<file path="src/rtl/serial_adder_pkg.sv">
// Shared types and helpers for the bit-serial adder.
package serial_adder_pkg;

  typedef enum logic [1:0] {
    IDLE,
    SHIFT,
    DONE
  } state_t;

  function automatic int unsigned cnt_width(input int unsigned w);
    int unsigned cw;
    cw = $clog2(w);
    return (cw < 1) ? 1 : cw;
  endfunction

endpackage

</file>
<file path="src/rtl/fa_cell.sv">
// Combinational 1-bit full adder.
module fa_cell (
  input  logic a,
  input  logic b,
  input  logic ci,
  output logic s,
  output logic co
);

  always_comb begin
    s  = a ^ b ^ ci;
    co = (a & b) | (ci & (a ^ b));
  end

endmodule

</file>
<file path="src/rtl/serial_adder.sv">
// Bit-serial WIDTH-bit adder, LSB first, through one fa_cell.
// Optional signed-overflow output enabled by defining SERIAL_ADDER_OVF_EN.
module serial_adder
  import serial_adder_pkg::*;
#(
  parameter int unsigned WIDTH = 8
) (
  input  logic             clk,
  input  logic             rst_n,
  input  logic             start_valid,
  output logic             start_ready,
  input  logic [WIDTH-1:0] a,
  input  logic [WIDTH-1:0] b,
  input  logic             cin,
  output logic             busy,
  output logic             done_valid,
  input  logic             done_ready,
  output logic [WIDTH-1:0] sum,
  output logic             cout
`ifdef SERIAL_ADDER_OVF_EN
  ,
  output logic             ovf
`endif
);

  localparam int unsigned    CW   = cnt_width(WIDTH);
  localparam logic [CW-1:0]  LAST = CW'(WIDTH - 1);

  state_t           state, state_nxt;
  logic [WIDTH-1:0] a_sh, b_sh, sum_sh, sum_q, sum_nxt;
  logic [CW-1:0]    cnt;
  logic             carry, cout_q;
  logic             s, c;
  logic             accept, last;

  fa_cell u_fa (
    .a  (a_sh[0]),
    .b  (b_sh[0]),
    .ci (carry),
    .s  (s),
    .co (c)
  );

  // A 1-bit sum register has no upper bits to shift down.
  if (WIDTH == 1) begin : g_w1
    always_comb sum_nxt = s;
  end else begin : g_wn
    always_comb sum_nxt = {s, sum_sh[WIDTH-1:1]};
  end

  assign accept = start_valid && start_ready;
  assign last   = (state == SHIFT) && (cnt == LAST);

  always_ff @(posedge clk or negedge rst_n) begin
    if (!rst_n) state <= IDLE;
    else        state <= state_nxt;
  end

  always_comb begin
    state_nxt   = state;
    start_ready = 1'b0;
    busy        = 1'b0;
    done_valid  = 1'b0;
    case (state)
      IDLE: begin
        start_ready = 1'b1;
        if (start_valid) state_nxt = SHIFT;
      end
      SHIFT: begin
        busy = 1'b1;
        if (cnt == LAST) state_nxt = DONE;
      end
      DONE: begin
        done_valid  = 1'b1;
        start_ready = done_ready;
        if (done_ready) state_nxt = start_valid ? SHIFT : IDLE;
      end
      default: state_nxt = IDLE;
    endcase
  end

`ifdef SERIAL_ADDER_OVF_EN
  logic cmsb_q;
`endif

  // sum/cout come from dedicated result registers so they hold the last
  // result while the shift registers are reused for the next operation.
  always_ff @(posedge clk or negedge rst_n) begin
    if (!rst_n) begin
      a_sh   <= '0;
      b_sh   <= '0;
      sum_sh <= '0;
      sum_q  <= '0;
      carry  <= 1'b0;
      cout_q <= 1'b0;
      cnt    <= '0;
`ifdef SERIAL_ADDER_OVF_EN
      cmsb_q <= 1'b0;
`endif
    end else if (accept) begin
      a_sh  <= a;
      b_sh  <= b;
      carry <= cin;
      cnt   <= '0;
    end else if (state == SHIFT) begin
      sum_sh <= sum_nxt;
      a_sh   <= a_sh >> 1;
      b_sh   <= b_sh >> 1;
      carry  <= c;
      cnt    <= cnt + CW'(1);
      if (last) begin
        sum_q  <= sum_nxt;
        cout_q <= c;
`ifdef SERIAL_ADDER_OVF_EN
        cmsb_q <= carry;
`endif
      end
    end
  end

  assign sum  = sum_q;
  assign cout = cout_q;
`ifdef SERIAL_ADDER_OVF_EN
  assign ovf  = cmsb_q ^ cout_q;
`endif

endmodule

</file>
<file path="config.mk">
export PLATFORM = sky130hd
export DESIGN_NAME = serial_adder
export DESIGN_NICKNAME = d
export VERILOG_FILES = /design/src/rtl/serial_adder_pkg.sv /design/src/rtl/fa_cell.sv /design/src/rtl/serial_adder.sv
export SDC_FILE = /design/constraint.sdc
export NUM_CORES = 1
export LEC_CHECK = 0
export CORE_UTILIZATION = 55
export DETAILED_ROUTE_END_ITERATION = 10
export PLACE_DENSITY_LB_ADDON = 0.05
export SLEW_MARGIN = 15
export SYNTH_ARGS = -nofsm -noshare
export SYNTH_HDL_FRONTEND = slang
export SYNTH_HIERARCHICAL = 1
export SYNTH_SLANG_ARGS = --single-unit
</file>
<file path="constraint.sdc">
create_clock -name clk -period 2.2 [get_ports clk]
set_input_delay 0.44 -clock clk [delete_from_list [all_inputs] [get_ports clk]]
set_output_delay 0.44 -clock clk [all_outputs]
set_load 0.005 [all_outputs]
</file>
==> run metrics <==
Clock power frac 0.115; Post-CTS Resized 0; Max Slew Vio Count 0; Die Height 58.44 µm; Area Growth Syn to Fin 22.93%; Core ar. 3028 µm²; commonest non-fill, non-tap cell in the layout dfrtp_1; layout cell share with drive strength beyond 1 0.2994; required time worst endpoint between 1.5 and 2 ns; FF-to-FF setup slack 0.52 ns; Startpoint Class input pin; gpl congestion around 0.7; global-route wire length before repair 4.974 mm; most frequent cells in the layout 38 x dfrtp_1, 31 x clkdlybuf4s50_1, 27 x nand2_1, 25 x mux2_2, 14 x mux2_4; clock transition at the registers of the reported paths roughly 0.1 ns; fin util 0.7112; Slew headroom 0.4680; crit end category primary output; Cell Int Power 1.957 mW; Detailed Routing Iterations Pass 1 5; Remaining DRCs 0; Inserted Clock Buffers 5; top-area cell type share of the netlist area 0.5429; clock latency on the worst-skew pair between 0.3 and 0.4 ns; DR vias 1048; starting density of the core 0.5785; Sw Share 0.3061; Fillers 230; post-layout net count roughly 190; DRT Wirelength 2.759 mm; cell taking the most area after synthesis dfrtp_1; Yosys warning count 6; Synth Cell Area approximately 1800 µm²; synthesized instance count approximately 130; antenna viol nets, final 0; DR WL/cell 13.08 µm; row count 20; Num Clock Sinks 38; DPL Wire Length 1.931 mm; RSZ-0062 raised after global routing false; syn_nets ~160; Worst Path Arrival 1.60 ns; Root Buffer clkbuf_4; Final Hold Viols 0; vias in the first global route about 1100; largest net degree at the start of global routing 39; H-tree levels 2; Synth cell types 21; sequential share of power 0.421; Fin Setup TNS 0 ns; outcome finished clean; Tightest Pin Transition 0.7980 ns; Syn Area/Cell 13.37 µm²; worst hold path class in -> async; crit-path max FO 3; Max Fclk 489.9 MHz; fin crit share 0.9279; post-synthesis register bit count 38; post-synthesis sequential area ratio 0.5429; clk buf depth 2; Leakage 1.047 nW; CP Launch Point done_ready; power per cell area 1310 nW/µm²; die width around 58 µm; # port buffers 32; final setup vio count 0; reg2reg start state[0]; die area 3415 µm²; Max Cap Viol 0; initial antenna violation count 0; CTS tree yes; post-CTS setup buffers 0; Power Total 2.821 mW; critical path type in -> out; GR Overflow Total 0; min cycle time layout 2.041 ns; Boundary Pins 33; Antenna diodes 0; cts hold-fix bufs 0; combinational fraction of design power 0.463; switching pwr 863.6 µW; DRT iter0 DRCs 30; Area contributors post-synth dfrtp_1 54%, mux2_2 16%, mux2_4 12%; DR vias/cell 4.967; Clock Skew 0.004143 ns; total track usage 0.1965; peak supply drop 0.7999 mV
[metrics by stage]
step,area [µm²],cells,hold slack [ns],setup WS [ns]
floorplan,1752,131,0.1444,0.7279
global placement,2106,204,0.4578,0.1882
finish,2153,211,0.1861,0.1586
CTS,2151,211,0.2045,0.09021
global route,2153,211,0.2530,0.07843
detailed placement,2106,204,0.4856,0.1508
[routing by layer]
layer | track usage | share of wire | vias up
met3 | 0.06593 | 0.058 | 5
met1 | 0.2595 | 0.44 | 505
met2 | 0.3087 | 0.48 | 27
li1 | - | - | 511
met5 | 0 | 0 | -
met4 | 0.06122 | 0.016 | 0
[synth_stat cells]
master,n
a21boi_0,2
a21oi_1,1
buf_12,1
buf_2,4
buf_6,1
dfrtp_1,38
fa_1,1
ha_1,2
inv_1,5
mux2_2,25
mux2_4,14
mux2i_1,2
nand2_1,27
nand2_2,1
nand2b_1,1
nor2_1,1
o211ai_1,1
o21a_1,1
o21ai_0,1
o31ai_1,1
xnor2_1,1
[logic make-up after synthesis]
family / synth area share
compound gates: 0.02714
simple gates: 0.06715
flops: 0.5429
xor+xnor: 0.005001
fa+ha+maj: 0.02571
mux: 0.2921
buf+inv: 0.04000
[final timing paths]
| path | endpoint | cells after the start |
|---|---|---|
| max | start_ready | 3 |
| min | sum[6] | 1 |
| max reg2reg | b_sh[0] | 4 |
| min reg2reg | sum_sh[2] | 2 |
| max in group asynchronous | b_sh[3] | 1 |
| min in group clk | sum_sh[2] | 2 |
[power by group through the flow]
stage | Sequential, mW | Clock, mW | Combinational [mW]
2_1_floorplan | 1.17 | 0 | 0.968
3_3_place_gp | 1.19 | 0 | 1.26
3_5_place_dp | 1.21 | 0 | 1.32
4_1_cts | 1.19 | 0.340 | 1.33
5_1_grt | 1.24 | 0.364 | 1.44
6_report | 1.19 | 0.325 | 1.31
[worst max-delay path, stage by stage]
cell,delay [ns]
clkdlybuf4s50_1,0.50
o21a_1,0.16
clkdlybuf4s50_1,0.50
[state kept, by name, indices dropped and copies added (netlist names)]
register	count
carry	1
sum	8
cnt	3
sum_sh	7
a_sh	8
cout	1
state	2
b_sh	8
[final cells by class]
type | instances | area, µm² | area share
flip-flops and latches | 38 | 950.9 | 0.4416
multi-input cells | 82 | 733.2 | 0.3405
repair buffers | 35 | 350.3 | 0.1627
well taps | 44 | 55.05 | 0.02557
clock buffers | 7 | 45.04 | 0.02092
inverters | 5 | 18.77 | 0.008716
Note: power is estimated with default switching activity, not from simulation.
